## config.mk

```make
export PLATFORM = sky130hd
export DESIGN_NAME = panel_scan_ctrl
export DESIGN_NICKNAME = d
export VERILOG_FILES = /design/src/rtl/panel_scan_ctrl_pkg.sv /design/src/rtl/panel_scan_ctrl.sv
export SDC_FILE = /design/constraint.sdc
export NUM_CORES = 1
export LEC_CHECK = 0
export CORE_MARGIN = 8
export CORE_UTILIZATION = 55
export DETAILED_ROUTE_END_ITERATION = 10
export GPL_ROUTABILITY_DRIVEN = 0
export PLACE_DENSITY = 0.83
export SETUP_SLACK_MARGIN = 0.05
export SYNTH_ARGS = -nofsm -noshare
export SYNTH_HDL_FRONTEND = slang
export SYNTH_SLANG_ARGS = --single-unit
export TNS_END_PERCENT = 30
```

## constraint.sdc

```tcl
create_clock -name clk -period 3.1 [get_ports clk]
set_input_delay 0.62 -clock clk [delete_from_list [all_inputs] [get_ports clk]]
set_output_delay 0.62 -clock clk [all_outputs]
set_load 0.03 [all_outputs]
```

## src/rtl/panel_scan_ctrl_pkg.sv

```systemverilog
// Shared panel definitions: scan state encoding and default panel geometry,
// common to the scan controller, the RGB PWM comparator and the pixel RAM.
package panel_scan_ctrl_pkg;

  typedef enum logic [2:0] {
    IDLE,
    S_ADDR,
    S_SETUP,
    S_CLK,
    BLANK,
    LATCH
  } scan_state_t;

  localparam int DEF_PWM_WIDTH    = 8;
  localparam int DEF_COLS         = 32;
  localparam int DEF_COL_BITS     = 5;
  localparam int DEF_ROW_BITS     = 4;
  localparam int DEF_BLANK_CYCLES = 2;

endpackage

```

## src/rtl/panel_scan_ctrl.sv

```systemverilog
// HUB75 scan generator: walks row / PWM step / column, one 3-cycle column slot, then blank and latch.
// All outputs registered; no backpressure, enable is only honoured in IDLE and at LATCH.
module panel_scan_ctrl
  import panel_scan_ctrl_pkg::*;
#(
  parameter int PWM_WIDTH    = DEF_PWM_WIDTH,
  parameter int COLS         = DEF_COLS,
  parameter int COL_BITS     = DEF_COL_BITS,
  parameter int ROW_BITS     = DEF_ROW_BITS,
  parameter int BLANK_CYCLES = DEF_BLANK_CYCLES
) (
  input  logic                 clk,
  input  logic                 rst_n,
  input  logic                 enable,
  output logic [PWM_WIDTH-1:0] pwm,
  output logic [ROW_BITS-1:0]  fetch_row,
  output logic [COL_BITS-1:0]  fetch_col,
  output logic                 sclk,
  output logic                 latch,
  output logic                 oe_n,
  output logic [ROW_BITS-1:0]  row_addr,
  output logic                 frame_start
);

  localparam int BLK_BITS = (BLANK_CYCLES > 1) ? $clog2(BLANK_CYCLES) : 1;
  localparam logic [COL_BITS-1:0] COL_LAST   = COL_BITS'(COLS - 1);
  localparam logic [BLK_BITS-1:0] BLANK_LAST = BLK_BITS'(BLANK_CYCLES - 1);

  scan_state_t          state, state_nxt;
  logic [BLK_BITS-1:0]  blank_cnt, blank_nxt;
  logic [COL_BITS-1:0]  col_nxt;
  logic [PWM_WIDTH-1:0] pwm_nxt;
  logic [ROW_BITS-1:0]  row_nxt;
  logic [ROW_BITS-1:0]  row_addr_nxt;
  logic                 shown, shown_nxt;
  logic                 frame_nxt;
  logic                 shift_nxt;

  always_ff @(posedge clk or negedge rst_n) begin
    if (!rst_n) begin
      state       <= IDLE;
      blank_cnt   <= '0;
      shown       <= 1'b0;
      pwm         <= '0;
      fetch_row   <= '0;
      fetch_col   <= '0;
      sclk        <= 1'b0;
      latch       <= 1'b0;
      oe_n        <= 1'b1;
      row_addr    <= '0;
      frame_start <= 1'b0;
    end else begin
      state       <= state_nxt;
      blank_cnt   <= blank_nxt;
      shown       <= shown_nxt;
      pwm         <= pwm_nxt;
      fetch_row   <= row_nxt;
      fetch_col   <= col_nxt;
      sclk        <= (state_nxt == S_CLK);
      latch       <= (state_nxt == LATCH);
      oe_n        <= !(shift_nxt && shown_nxt);
      row_addr    <= row_addr_nxt;
      frame_start <= frame_nxt;
    end
  end

  always_comb begin
    state_nxt    = state;
    blank_nxt    = blank_cnt;
    shown_nxt    = shown;
    pwm_nxt      = pwm;
    row_nxt      = fetch_row;
    col_nxt      = fetch_col;
    row_addr_nxt = row_addr;
    frame_nxt    = 1'b0;

    case (state)
      IDLE: begin
        if (enable) begin
          state_nxt = S_ADDR;
        end
      end
      S_ADDR:  state_nxt = S_SETUP;
      S_SETUP: state_nxt = S_CLK;
      S_CLK: begin
        if (fetch_col == COL_LAST) begin
          state_nxt = BLANK;
          blank_nxt = '0;
        end else begin
          state_nxt = S_ADDR;
          col_nxt   = fetch_col + COL_BITS'(1);
        end
      end
      BLANK: begin
        if (blank_cnt == BLANK_LAST) begin
          state_nxt    = LATCH;
          row_addr_nxt = fetch_row;
          shown_nxt    = 1'b1;
        end else begin
          blank_nxt = blank_cnt + BLK_BITS'(1);
        end
      end
      LATCH: begin
        col_nxt = '0;
        pwm_nxt = pwm + PWM_WIDTH'(1);
        if (pwm == '1) begin
          row_nxt = fetch_row + ROW_BITS'(1);
        end
        if (enable) begin
          state_nxt = S_ADDR;
          frame_nxt = (pwm == '1) && (fetch_row == '1);
        end else begin
          // Stopping drops straight back to the reset picture, including row_addr.
          state_nxt    = IDLE;
          pwm_nxt      = '0;
          row_nxt      = '0;
          row_addr_nxt = '0;
          shown_nxt    = 1'b0;
        end
      end
      default: state_nxt = IDLE;
    endcase

    shift_nxt = (state_nxt == S_ADDR) || (state_nxt == S_SETUP) || (state_nxt == S_CLK);
  end

endmodule

```

Yosys cells after proc, flatten, opt, wreduce, memory -nomap -nowiden
Cells that the tools add are included.

Output and inout port bits: 25. Word-level logic and storage cells: 66. Input bits: 3. Flip-flop bits (word level): 30.

Multiplexer cells: 21. Add/sub/neg operators: 4. Reduce and logical (&&, ||, !) cells: 13. Eq/ne operators: 17.

Operator list (number): $pmux 3 s6 (1); $mux 4 (4); $eq 3x2->1 const B (4); $pmux 5 s2 (1); $eq 3x3->1 const B (3); $mux 3 (3); $add 8x1->8 const B (1); $eq 8x8->1 const B (1); $mux 8 (1); $ne 2x2->1 const B (4); $pmux 4 s2 (1); $mux 1 (7); $eq 3x1->1 const B (2); $reduce_and 2->1 (3); $reduce_bool 2->1 (3); $add 5x1->5 const B (1); $eq 5x5->1 const B (1); $mux 5 (1); $add 4x1->4 const B (1); $eq 4x4->1 const B (1); $pmux 1 s2 (2); $logic_not 3->1 (1); $reduce_and 3->1 (1); $logic_and 1x1->1 (2); other kinds (4) (5).

Longest topological paths before layout
Gate-level depths: netlist (run 1).

Word-level depth: 8. Gate-level depth with buffers: 7.

Least setup slack after synthesis (run 1)
Ideal clock, no wire load.

Kind: register to register. Start: register fetch_col[0]. End: register fetch_col[2]. Cell stages (with the launch flop): 8. Arrival time: 1838 ps. Setup time: 67 ps. Path slack: 1195 ps. Cells stage by stage: dfrtp_1 > ha_1 > and3_1 > ha_1 > nor3b_1 > nand2_1 > o21ai_0 > a22o_1.

Word-level cells in the longest chain between the ends: 3. Elaborated cells between the ends (all ways): 6. Those cells by class: 1 x add/sub; 2 x eq/ne; 2 x mux; 1 x reduce/logical.

Ends and longest elaborated chain: start, declared (line panel_scan_ctrl.sv:17) `output logic [COL_BITS-1:0] fetch_col,`; start signal, assigned (line panel_scan_ctrl.sv:58) `fetch_col <= col_nxt;`; $add 5x1->5 or $eq 5x5->1 (tied branches) (line panel_scan_ctrl.sv:91, panel_scan_ctrl.sv:86); $mux 5 or $ne 2x2->1 (tied branches); $pmux 5 s2 or $reduce_and 2->1 (tied branches).

Several ways; a longest one is shown, not always the timed one. The select of a mux whose other input is x is not followed. A chain may end at the register's enable or synchronous reset.

Final worst setup path (run 1)
Start: register fetch_row[1]. End: output fetch_row[1].

RTL lines: start, declared (line panel_scan_ctrl.sv:16) `output logic [ROW_BITS-1:0] fetch_row,`; start signal, assigned (line panel_scan_ctrl.sv:57) `fetch_row <= row_nxt;`.

No word-level cell between the ends.

==> results of run 1 <==
-- how the worst min path moves through the flow --
stage	startpoint	to	slack [ns]	cells after the start
3_3_place_gp	fetch_col[4]	fetch_col[4]	0.52	2
3_5_place_dp	row_addr[1]	row_addr[1]	0.52	2
5_1_grt	row_addr[3]	row_addr[3]	0.58	2
6_report	row_addr[1]	row_addr[1]	0.54	2
4_1_cts	row_addr[1]	row_addr[1]	0.54	2
2_1_floorplan	rst_n	blank_cnt	0.32	0
-- sequential cells by signal, indices dropped and copies added, names as in the netlist --
signal	flops
fetch_row	4
sclk	1
row_addr	4
state	3
shown	1
blank_cnt	1
latch	1
fetch_col	5
frame_start	1
pwm	8
oe_n	1
-- power by group --
group / leakage (nW) / total [mW] / switching, mW / internal (mW)
registers: 0.356 / 0.563 / 0.113 / 0.450
logic: 0.453 / 0.387 / 0.209 / 0.179
clock network: 0.0585 / 0.412 / 0.138 / 0.273
-- metal layers --
metal / track usage / wire [µm] / vias to the layer above
met1: 0.170 / 1510 / 666
met4: 0.0911 / 125 / 0
li1: - / - / 631
met5: 0 / 0 / -
met2: 0.273 / 1910 / 49
met3: 0.0544 / 206 / 12
-- cell usage after synthesis, types with 2 or more instances --
master | instances | area, µm²
dfrtp_1 | 29 | 726
nand2_1 | 27 | 101
o21ai_0 | 14 | 70.1
a21oi_1 | 7 | 35.0
a22o_1 | 7 | 61.3
nor2_1 | 6 | 22.5
inv_1 | 5 | 18.8
nand3_1 | 5 | 25.0
clkbuf_1 | 4 | 15.0
ha_1 | 4 | 50.1
nand4b_1 | 4 | 35.0
nor2b_1 | 4 | 25.0
nor3_1 | 4 | 20.0
o211ai_1 | 4 | 30.0
buf_2 | 3 | 15.0
mux2_2 | 3 | 33.8
a22o_2 | 2 | 20.0
and3_2 | 2 | 15.0
buf_4 | 2 | 15.0
nand4_1 | 2 | 12.5
nor3b_1 | 2 | 15.0
or4_1 | 2 | 15.0
-- cells by family after synthesis --
| kind of cell | count (synthesis) | share of synthesized area |
|---|---|---|
| simple gates | 67 | 0.238 |
| compound gates | 40 | 0.168 |
| flops | 30 | 0.486 |
| fa+ha+maj | 4 | 0.0324 |
| buf+inv | 14 | 0.0413 |
| mux | 4 | 0.0283 |
| xor+xnor | 1 | 0.00566 |
-- layout make-up --
cell class | instances | area (µm²) | share of cell area
clock buffer | 6 | 51.3 | 0.0265
clock inverter | 2 | 60.1 | 0.0310
inverter | 5 | 18.8 | 0.00969
multi-input combinational | 116 | 731 | 0.377
sequential | 30 | 752 | 0.388
tap | 31 | 38.8 | 0.0200
timing repair buffer | 29 | 285 | 0.147
-- per-stage QoR --
stage	setup slack, ns	power (mW)	instance area (µm²)	std cells
final	0.920	1.36	1940	219
after global routing	0.875	1.42	1940	219
after CTS	0.918	1.36	1940	219
after detailed placement	1.02	0.948	1830	211
after global placement	1.08	0.926	1830	211
after floorplan	1.20	0.812	1550	160
==> out/metrics.yaml, run 1 <==
status: "completed"
area_growth_pct: 25.2
worstPathRequired_ns: 2.48
cpPeakStageDelay_ns: 0.76
path_class: "register to output port"
ios: 28
rsz0062_at_grt: "false"
cts_tree: "yes"
die_h_um: 69.0
worstSkewPairLatency_ns: 0.33
period_share: 0.703
yosysWarnings: 0
final_cell_mix: "29 x dfrtp_1, 27 x nand2_1, 27 x clkdlybuf4s50_1"
hold_ws_ns: 0.535
rrSetupSlack_ns: 1.00
grt_use_total: 0.161
slowest_stage: "clkdlybuf4s50_1"
ys_ff_latch: 30
syn_inst: 160
synth_nets: 167
path_max_fanout: 5
nNetsFinal: 194
rr_endpoint: "fetch_col[2]"
antenna_found_initial: 0
ys_seq_area_frac: 0.486
setup_viol: 0
r2r_start: "fetch_col[0]"
drive_gt1_frac: 0.106
maxCapViolCount: 0
routedWlPerCell_um: 17.1
port-buffer-count: 27
critPathLaunchType: "register"
dr.pass1.iters: 4
root_buffer: "clkbuf_4"
critPathTopFamily: "buffers and inverters"
holdCritPathClass: "register to register"
synth.avg_cell_area_um2: 9.67
worst_pin_slew_ns: 0.665
grt_pass1_wl_mm: 6.35
gr-total-overflow: 0
cts.sinks: 30
dp_hpwl_mm: 2.59
viasPerCell: 6.20
irDropWorstVdd_uv: 746
hold_viol: 0
powerDensity_nw_per_um2: 703
max_freq_mhz: 459
die_width_um: 69.0
period_needed_ns: 2.18
grt_start_max_net_pins: 31
synth_edf_count: 0
relSlewSlack: 0.556
wirelength_mm: 3.75
fin_util: 0.715
worstRegToRegCells: 7
endpoint_kind: "output port"
diodes: 0
cts_buffer_depth: 2
initial_core_util: 0.571
ant_nets: 0
synth_area_um2: 1550
clkTransAtPathRegs_ns: 0.10
fin_tns_setup_ns: 0
fin_skew_ns: 0.00890
leakagePower_nw: 0.867
coreArea_um2: 2710
synthArstFlopShare: 1.00
crit_end: "fetch_row[1]"
post_cts_resize_count: 0
dieArea_um2: 4760
cts_max_level: 2
cts_inserted_buffers: 5
nFillCells: 218
worstPathCellList: "clkdlybuf4s50_1"
finalMaxSlewViolations: 0
via_count: 1358
hold_buffers: 0
synth_top_flop_cell: "dfrtp_1"
cp_num_buf_inv: 1
grt_pass1_vias: 1327
critPathArrivalTime_ns: 1.56
cp_num_cells: 1
synthDistinctLibCells: 40
drc: 0
post_cts_buffers: 0
core.rowCount: 19
final_common_cell: "dfrtp_1"
drt_iter0_markers: 72
worstSetupStartpoint: "fetch_row[1]"
No activity file was read; power rests on OpenSTA's default activity.
==> run 2: changes to the inputs <==
Settings changed: CORE_UTILIZATION 55 to 51, PLACE_DENSITY 0.83 to 0.78.
Clock period 3.1 ns to 2.1 ns, I/O delays scaled along.
==> run 2 against run 1 <==
Sequential power grew 42%. Largest power group unchanged. Core utilization shrank 7.1 points. Worst hold slack worse by 0.080 ns. Sequential share of layout area increased by 0.43 points. Setup slack lost 0.78 ns. Critical path depth did not move. Global-route usage down 1.1 points.
==> out/metrics.yaml, run 2 (synthesis gave the netlist of run 1 again) <==
irDropWorstVdd_uv: 607
gr-total-overflow: 0
multi_input_area_um2: 736
slowest_stage: "clkdlybuf4s50_1"
cts_inserted_buffers: 5
die_width_um: 71.1
worstSkewPairLatency_ns: 0.33
final_cell_mix: "29 x dfrtp_1, 27 x nand2_1, 27 x clkdlybuf4s50_1"
coreArea_um2: 2980
relSlewSlack: 0.712
critPathTopFamily: "buffers and inverters"
endpoint_kind: "output port"
ant_nets: 0
status: "completed"
post_cts_resize_count: 0
worstPathRequired_ns: 1.68
path_class: "register to output port"
rsz0062_at_grt: "true"
period_needed_ns: 1.96
nNetsFinal: 197
ios: 28
cpPeakStageDelay_ns: 0.73
dieArea_um2: 5050
reg_top3: "pwm: 8 flops, fetch_col: 5 flops"
viasPerCell: 5.91
holdCritPathClass: "primary input to async pin"
largest_register_ffs: 8
post_cts_buffers: 0
wirelength_mm: 3.44
fin_skew_ns: 0.0167
max_freq_mhz: 511
drc: 0
grt_pass1_wl_mm: 6.03
period_share: 0.932
nFillCells: 247
routedWlPerCell_um: 15.4
core.rowCount: 20
fin_tns_setup_ns: 0
via_count: 1324
cts_tree: "yes"
cts.sinks: 30
cp_num_buf_inv: 1
dp_hpwl_mm: 2.42
cts_buffer_depth: 2
fin_util: 0.643
critPathArrivalTime_ns: 1.54
finalMaxSlewViolations: 0
powerDensity_nw_per_um2: 919
hold_buffers: 0
drive_gt1_frac: 0.120
leakagePower_nw: 0.863
root_buffer: "clkbuf_4"
antenna_found_initial: 0
final_common_cell: "dfrtp_1"
path_max_fanout: 7
hold_ws_ns: 0.455
worstPathCellList: "clkdlybuf4s50_1"
drt_iter0_markers: 70
grt_start_max_net_pins: 31
worst_pin_slew_ns: 0.432
initial_core_util: 0.519
setup_viol: 0
largest-register: "pwm"
area_growth_pct: 23.9
p_total_mw: 1.76
dr.pass1.iters: 4
regArea_um2: 752
diodes: 0
maxCapViolCount: 0
cts_max_level: 2
grt_use_total: 0.150
hold_viol: 0
port-buffer-count: 27
die_h_um: 71.1
grt_pass1_vias: 1312
clkTransAtPathRegs_ns: 0.10
critPathLaunchType: "register"
[run 2: changes by cell type in the layout (fill, tap and decap cells not counted), sizes merged]
cell / previous run / this run
buf: 2 / 5
bufinv: 2 / 0
clkbuf: 6 / 7
clkinv: 0 / 1
[run 2: final timing paths]
path	slack [ns]	cells after the start	start	end
worst max-delay path	0.14	1	pwm[2]	pwm[2]
worst min-delay path	0.46	2	rst_n	pwm[5]
worst max register to register	0.18	7	fetch_col[0]	fetch_col[3]
worst min register to register	0.54	2	row_addr[1]	row_addr[1]
max in group asynchronous	1.30	2	rst_n	oe_n
min in group clk	0.54	2	row_addr[1]	row_addr[1]
[run 2: worst register-to-register path: cells and delay by family, from the launching register on]
family                   cells  cell delay (ns)
AND/OR/NAND/NOR              3             0.69
AO/OA/AOI/OAI                2             0.21
flip-flops                   1             0.44
adder cells (fa/ha/maj)      2             0.50
[run 2: per-stage QoR]
step / area [µm²] / setup slack (ns) / std cells
global route: 1920 / 0.0308 / 224
floorplan: 1550 / 0.195 / 160
finish: 1920 / 0.143 / 224
detailed placement: 1850 / 0.0990 / 216
CTS: 1910 / 0.0761 / 224
global placement: 1850 / 0.261 / 216
[run 2: cell type report]
| type | count | area share |
|---|---|---|
| clock buffer | 7 | 0.0287 |
| clock inverter | 1 | 0.00261 |
| inverter | 5 | 0.00980 |
| multi-input combinational | 116 | 0.384 |
| sequential | 30 | 0.393 |
| tap | 33 | 0.0216 |
| timing repair buffer | 32 | 0.161 |
[run 2: per-layer routing]
metal	up-vias	wire [µm]	track usage
met3	6	225	0.0494
met5	-	0	0
met4	0	59	0.0924
met1	640	1570	0.172
met2	41	1590	0.236
li1	637	-	-
[run 2: power by group]
part           internal, mW  switching, mW
Combinational         0.279          0.320
Clock                 0.162          0.198
Sequential            0.665          0.137
==> run 3: changes to the inputs <==
Settings changed: CORE_ASPECT_RATIO from default to 1.4.
==> run 3 against run 2 <==
Register-to-register slack barely moved. Cell count rose by 1.8%. Largest cell class unchanged. Die area rose by 0.50%.
==> out/metrics.yaml, run 3 (synthesis gave the netlist of run 1 again) <==
drt_iter0_markers: 67
leakagePower_nw: 0.875
highest_layer: "met4"
grt_pass1_wl_mm: 5.87
ant_nets: 0
dr.pass1.iters: 4
final_cell_mix: "29 x dfrtp_1, 27 x nand2_1, 27 x clkdlybuf4s50_1"
dr_wl_met2_mm: 1.85
status: "completed"
clkTransAtPathRegs_ns: 0.06
endpoint_kind: "register"
relSlewSlack: 0.712
gr-total-overflow: 0
routedWlPerCell_um: 15.5
path_max_fanout: 6
powerDensity_nw_per_um2: 975
initial_core_util: 0.537
cts.sinks: 30
drc: 0
dieArea_um2: 5080
critPathLaunchType: "register"
worstSetupStartpoint: "fetch_col[0]"
place_area_um2: 1860
rsz0062_at_grt: "true"
worst_pin_slew_ns: 0.428
irDropWorstVdd_uv: 769
antenna_found_initial: 0
post_cts_resize_count: 0
largest_register_ffs: 8
critPathArrivalTime_ns: 2.11
cts_tree: "yes"
grt_start_max_net_pins: 31
diodes: 0
finalMaxSlewViolations: 0
coreArea_um2: 2880
nNetsFinal: 197
drive_gt1_frac: 0.120
drt-met1-wl_mm: 1.45
cts_buffer_depth: 2
r2r_start: "fetch_col[0]"
maxCapViolCount: 0
worstSkewPairLatency_ns: 0.28
reg_top3: "pwm: 8 flops, fetch_col: 5 flops"
wl_met3_um: 172
setup_viol: 0
hold_buffers: 0
nFillCells: 241
largest-register: "pwm"
die_h_um: 81.2
max_freq_mhz: 523
period_share: 0.910
fin_tns_setup_ns: 0
area_growth_pct: 26.2
cts_max_level: 2
viasPerCell: 5.73
core.rowCount: 23
holdCritPathClass: "primary input to async pin"
post_cts_buffers: 0
p_total_mw: 1.90
root_buffer: "clkbuf_8"
grt_pass1_vias: 1291
via_count: 1306
grt_use_total: 0.144
path_class: "register to register"
ios: 28
worstPathRequired_ns: 2.30
port-buffer-count: 27
cts_inserted_buffers: 5
fin_skew_ns: 0.00401
fin_util: 0.678
die_width_um: 62.5
final_common_cell: "dfrtp_1"
dp_hpwl_mm: 2.56
finish.instance_area_um2: 1950
wirelength_mm: 3.53
hold_viol: 0
period_needed_ns: 1.91
run 3: cell type report:
class	instances	area (µm²)	area share
Inverter	5	18.8	0.00962
Sequential cell	30	752	0.385
Timing Repair Buffer	32	308	0.158
Clock buffer	7	86.3	0.0442
Multi-Input combinational cell	116	736	0.377
Clock inverter	1	5.00	0.00256
Tap cell	37	46.3	0.0237
run 3: where the power goes:
part	leakage, nW	switching [mW]	internal (mW)
logic	0.471	0.344	0.291
registers	0.356	0.127	0.667
clock network	0.0482	0.211	0.264
total	0.875	0.682	1.22
run 3: per-layer routing:
metal | track usage | up-vias
met5 | 0 | -
met4 | 0.0847 | 0
met3 | 0.0495 | 6
met2 | 0.251 | 34
met1 | 0.148 | 633
li1 | - | 633
run 3: path summary, 6_finish.rpt:
| check | end | slack (ns) | depth (start not counted) |
|---|---|---|---|
| max | fetch_col[3] | 0.19 | 7 |
| min | pwm[3] | 0.53 | 2 |
| max reg2reg | fetch_col[3] | 0.19 | 7 |
| min reg2reg | blank_cnt | 0.54 | 2 |
| max in group asynchronous | oe_n | 1.26 | 2 |
| min in group clk | blank_cnt | 0.54 | 2 |
run 3: worst max-delay path: stages (launching register included):
cell      delay (ns)
dfrtp_1         0.43
ha_1            0.24
and3_1          0.19
ha_1            0.24
nand4b_1        0.23
nor4b_1         0.29
a21oi_1         0.06
o21ai_0         0.15
run 3: metrics by stage:
stage          cells  hold WS, ns  worst slack [ns]
2_1_floorplan    160        0.124             0.195
3_3_place_gp     220        0.521             0.280
3_5_place_dp     220        0.531             0.149
4_1_cts          228        0.540             0.136
5_1_grt          228        0.575            0.0365
6_report         228        0.526             0.190
